## src/rtl/registro_solicitudes.sv

```systemverilog
// Request register and door timer for the elevator controller: synchronises call buttons,
// latches requests into s, and holds esperar while the door is open. Option: REABRIR_PUERTA_EN.
module registro_solicitudes #(
  parameter int T_PUERTA    = 50,
  parameter int SYNC_ETAPAS = 2
) (
  input  logic       clk,
  input  logic       rst_n,
  input  logic [9:0] botones,
  input  logic [3:0] estado,
  output logic [9:0] s,
  output logic       esperar
);

  localparam int CW = $clog2(T_PUERTA + 1);
  localparam logic [CW-1:0] CNT_INI = CW'(T_PUERTA - 1);

  typedef enum logic {CERRADA, ABIERTA} puerta_t;

  puerta_t estado_act, estado_sig;

  logic [SYNC_ETAPAS-1:0][9:0] sync_q;
  logic [9:0]    btn_q;
  logic [9:0]    flanco;
  logic [3:0]    est_q;
  logic          mov_q;
  logic          llegada;
  logic          arranque;
  logic [9:0]    servido;
  logic          reabrir;
  logic          limpiar;
  logic [CW-1:0] cnt;

  // NOTE: every flop, synchroniser stages included, uses <= so all stages sample the same old values.
  always_ff @(posedge clk or negedge rst_n) begin
    if (!rst_n) begin
      sync_q <= '0;
      btn_q  <= '0;
      est_q  <= '0;
      mov_q  <= 1'b0;
    end else begin
      sync_q <= {sync_q[SYNC_ETAPAS-2:0], botones};
      btn_q  <= sync_q[SYNC_ETAPAS-1];
      est_q  <= estado;
      mov_q  <= est_q[3];
    end
  end

  assign flanco   = sync_q[SYNC_ETAPAS-1] & ~btn_q;
  assign llegada  = mov_q & ~est_q[3];
  assign arranque = est_q[3] & ~mov_q;

  // Requests the car satisfies at its current floor, given its direction.
  // NOTE: default assignment first so no path through the case leaves servido unassigned (no latch).
  always_comb begin
    servido = '0;
    case (est_q[1:0])
      2'd0: servido = 10'h041;
      2'd1: servido = est_q[2] ? 10'h084 : 10'h082;
      2'd2: servido = est_q[2] ? 10'h110 : 10'h108;
      default: servido = 10'h220;
    endcase
  end

`ifdef REABRIR_PUERTA_EN
  assign reabrir = (estado_act == ABIERTA) && (|(flanco & servido));
`else
  assign reabrir = 1'b0;
`endif

  always_ff @(posedge clk or negedge rst_n) begin
    if (!rst_n) estado_act <= CERRADA;
    else        estado_act <= estado_sig;
  end

  always_comb begin
    estado_sig = estado_act;
    case (estado_act)
      CERRADA: begin
        if (llegada || (!est_q[3] && |(s & servido))) estado_sig = ABIERTA;
      end
      ABIERTA: begin
        if (arranque)                      estado_sig = CERRADA;
        else if (cnt == '0 && !reabrir)    estado_sig = CERRADA;
      end
      default: estado_sig = CERRADA;
    endcase
  end

  // A car that starts moving with the door open stops the clearing immediately.
  always_comb begin
    esperar = (estado_act == ABIERTA);
    limpiar = (estado_act == ABIERTA) ? !arranque : (estado_sig == ABIERTA);
  end

  always_ff @(posedge clk or negedge rst_n) begin
    if (!rst_n) begin
      cnt <= '0;
    end else if ((estado_act == CERRADA && estado_sig == ABIERTA) || reabrir) begin
      cnt <= CNT_INI;
    end else if (estado_act == ABIERTA && cnt != '0) begin
      cnt <= cnt - CW'(1);
    end
  end

  // Clear beats a same-cycle set on the same bit; other bits still latch.
  always_ff @(posedge clk or negedge rst_n) begin
    if (!rst_n) s <= '0;
    else        s <= (s | flanco) & ~(limpiar ? servido : 10'h000);
  end

endmodule

```

## config.mk

```make
export PLATFORM = sky130hd
export DESIGN_NAME = registro_solicitudes
export DESIGN_NICKNAME = d
export VERILOG_FILES = /design/src/rtl/registro_solicitudes.sv
export SDC_FILE = /design/constraint.sdc
export NUM_CORES = 1
export LEC_CHECK = 0
export CORE_MARGIN = 5
export CORE_UTILIZATION = 52
export DETAILED_ROUTE_END_ITERATION = 8
export PLACE_DENSITY = 0.88
export SYNTH_ARGS = -nofsm -noshare
export SYNTH_HDL_FRONTEND = slang
export SYNTH_SLANG_ARGS = --single-unit
```

## constraint.sdc

```tcl
create_clock -name clk -period 3.4 [get_ports clk]
set_input_delay 0.34 -clock clk [delete_from_list [all_inputs] [get_ports clk]]
set_output_delay 0.34 -clock clk [all_outputs]
set_load 0.1 [all_outputs]
```

==> metrics.md <==
| Metric | Value |
|---|---|
| Cell Area, Synth | 1820 um^2 |
| VDD IR max | ~0.46 mV |
| Synth Flop Type | dfrtp_1 |
| CP max FO | 15 |
| Cell taking the most area after synthesis | dfrtp_1 |
| Area Growth Syn to Fin | 21.3% |
| Final hold vios | 0 |
| Worst clock skew | 0.00916 ns |
| CP arrival | 2.21 ns |
| Chip width | 69.1 um |
| Number of fill cells | 273 |
| Port Buffers | 26 |
| ANT nets after route | 0 |
| Fmax | 392 MHz |
| First-pass GRT wire length | between 5000 and 6000 um |
| Reg2reg path depth | 5 |
| Area contributors post-synth | dfrtp_1, a21oi_1, inv_1 |
| Critical path type | register to output port |
| Register area share after synthesis | 0.717 |
| Largest net degree at the start of global routing | 53 |
| Die Area | ~4800 um^2 |
| Top cell type's share of synthesized area | 0.717 |
| Leakage | 0.975 nW |
| Syn Area/Cell | 12.6 um^2 |
| CP max stage delay | 1.22 ns |
| Die Height | between 60 and 70 um |
| Post-placement cell area | around 2100 um^2 |
| Slack of the worst reg-to-reg path | between 1.5 and 2 ns |
| CTS resizes | 0 |
| Max-slew violation count | 0 |
| Longest Clk Path Bufs | 2 |
| Fin crit period | approximately 2.6 ns |
| Worst r2r src | cnt[0]$_DFFE_PN0P_ |
| Nets | 192 |
| H-tree Lvls | 2 |
| Critical path required time | 3.06 ns |
| Num CTS Buffers | 5 |
| Total grt overflow | 0 |
| Count of different cell masters after synthesis | 31 |
| Number of flops mapped to enable cells by yosys | 0 |
| Status | finished, final reports clean |
| Num ports | 27 |
| CP startpoint | esperar$_DFF_PN0_ |
| Core area | 3360 um^2 |
| Starting Density | 0.540 |
| Yosys reg bits | 52 |
| Critical Path Stages | 1 |
| Internal power | 0.000985 W |
| Vias in the first global route | ~1,200 |
| Worst-Skew Late Latency | approximately 0.37 ns |
| Hold WC Path Type | input port to async pin |
| Worst path slowest cell | clkdlybuf4s50_1 |
| Part of the power in registers | 0.492 |
| Final Cycle Share | 0.751 |
| Clk sinks | 52 |
| Total Negative Setup Slacks | 0 ns |
| Routability cong. | 0.755 |
| Delay-heaviest family, CP | buffers and inverters |
| Tot GR Track Use | 0.146 |
| Final setup fails | 0 |
| Post-synth ARST share | 1.00 |
| Clk slew on worst S/H paths | 0.15 ns |
| Layout cells sized above 1 | 0.0795 |
| Post-DP HPWL | 2340 um |
| Max cap viols | 0 |
| Gate Count Post-Synth | 144 |
| Clk network pwr share | 0.221 |
| Cell area after layout | approximately 2200 um^2 |
| Routed len/inst | 14.2 um |
| CTS tree | built |
| Setup Fix Bufs, Post-CTS | 0 |
| Commonest non-fill, non-tap cell in the layout | dfrtp_1 |
| Clock root cell | clkbuf_4 |
| Crit path launch type | register |
| Critical path cell sequence | clkdlybuf4s50_1 |
| Cts-stage hold buffer count | 0 |
| RSZ-0062 raised after global routing | false |
| Commonest cells after routing, fill and taps aside | dfrtp_1, clkdlybuf4s50_1, a21oi_1 |
| Vias/cell | 5.30 |
| Diode count | 0 |
| Reg-to-reg endpoint | cnt[1]$_DFFE_PN0P_ |
| Syn_nets | around 160 |
| Sw Share | 0.371 |
| DRT Pass-1 Iters | 5 |
| CP bufs+invs | 1 |
| Total routed wirelength | between 3000 and 4000 um |
| Worst setup endpoint | esperar |
| Worst-Margin Slew | 1.06 ns |
| Residual DRC | 0 |
| P_sw | between 0.0005 and 0.0006 W |
| Combinational Power Share | 0.287 |
| Power per cell area | between 700 and 800 nW/um^2 |
| Initial antenna violation count | 0 |
| Synth warn | 0 |
| Via count | 1,177 |
| DR iter-0 viols | 52 |
| Row cnt | 21 |
| Crit end category | output port |
| Max_slew headroom | 0.291 |
cell families after synthesis:
group | count (synthesis) | synth area share
adders and majority gates | 1 | 0.00689
and+or+nand+nor | 34 | 0.0965
AOI/OAI and AO/OA | 37 | 0.130
muxes | 1 | 0.00620
DFF | 52 | 0.717
xor gates and xnor gates | 1 | 0.00483
buffers and inverters | 18 | 0.0386
through the flow:
stage               setup slack [ns]  power, W  hold WS, ns  instances   util
finish                         0.847   0.00157        0.141        222  0.655
CTS                            0.844   0.00157        0.175        222  0.655
detailed placement              1.28   0.00123        0.336        214  0.630
global placement                1.30   0.00120        0.332        214  0.630
floorplan                       1.41   0.00110       0.0444        144      -
global route                   0.766   0.00165        0.215        222  0.655
Yosys cell counts, drive strengths merged, types with 2 or more instances:
cell type / count
nand3: 2
o21ai: 4
dfrtp: 52
nand2: 9
buf: 2
nand2b: 3
nor3: 3
or2: 2
and2: 2
a21oi: 21
a311oi: 3
nor2b: 3
inv: 16
nor2: 7
a211oi: 2
metal layers:
| layer | vias to the layer above | track usage | routed length (um) |
|---|---|---|---|
| met4 | 0 | 0.0542 | 47 |
| met3 | 4 | 0.0552 | 182 |
| li1 | 550 | - | - |
| met1 | 584 | 0.169 | 1240 |
| met2 | 39 | 0.246 | 1680 |
| met5 | - | 0 | 0 |
sequential cells by signal, summed over array words and instances (netlist names):
signal	cells
sync_q	20
btn_q	10
s	10
cnt	6
est_q	4
esperar	1
mov_q	1
power groups by stage:
stage,logic [W],registers [W],clock network (W)
after floorplan,0.000142,0.000954,0
after global placement,0.000432,0.000772,0
after detailed placement,0.000451,0.000781,0
after CTS,0.000453,0.000768,0.000353
after global routing,0.000481,0.000782,0.000385
final,0.000450,0.000770,0.000346
worst min-delay path by stage:
| stage | start | to | slack (ns) |
|---|---|---|---|
| final | rst_n | btn_q[1]$_DFF_PN0_ | 0.14 |
| after global routing | rst_n | est_q[2]$_DFF_PN0_ | 0.22 |
| after CTS | rst_n | sync_q[13]$_DFF_PN0_ | 0.18 |
| after detailed placement | sync_q[6]$_DFF_PN0_ | sync_q[16]$_DFF_PN0_ | 0.34 |
| after global placement | sync_q[1]$_DFF_PN0_ | sync_q[11]$_DFF_PN0_ | 0.33 |
| after floorplan | rst_n | btn_q[0]$_DFF_PN0_ | 0.04 |
final cells by class:
type / count / area [um^2] / area share
inverters: 16 / 60.1 / 0.0273
clock buffers: 5 / 37.5 / 0.0170
flip-flops and latches: 52 / 1300 / 0.591
clock inverters: 3 / 46.3 / 0.0210
well taps: 46 / 57.6 / 0.0261
multi-input cells: 74 / 444 / 0.202
repair buffers: 26 / 255 / 0.116
(Power assumes the default switching activity.)
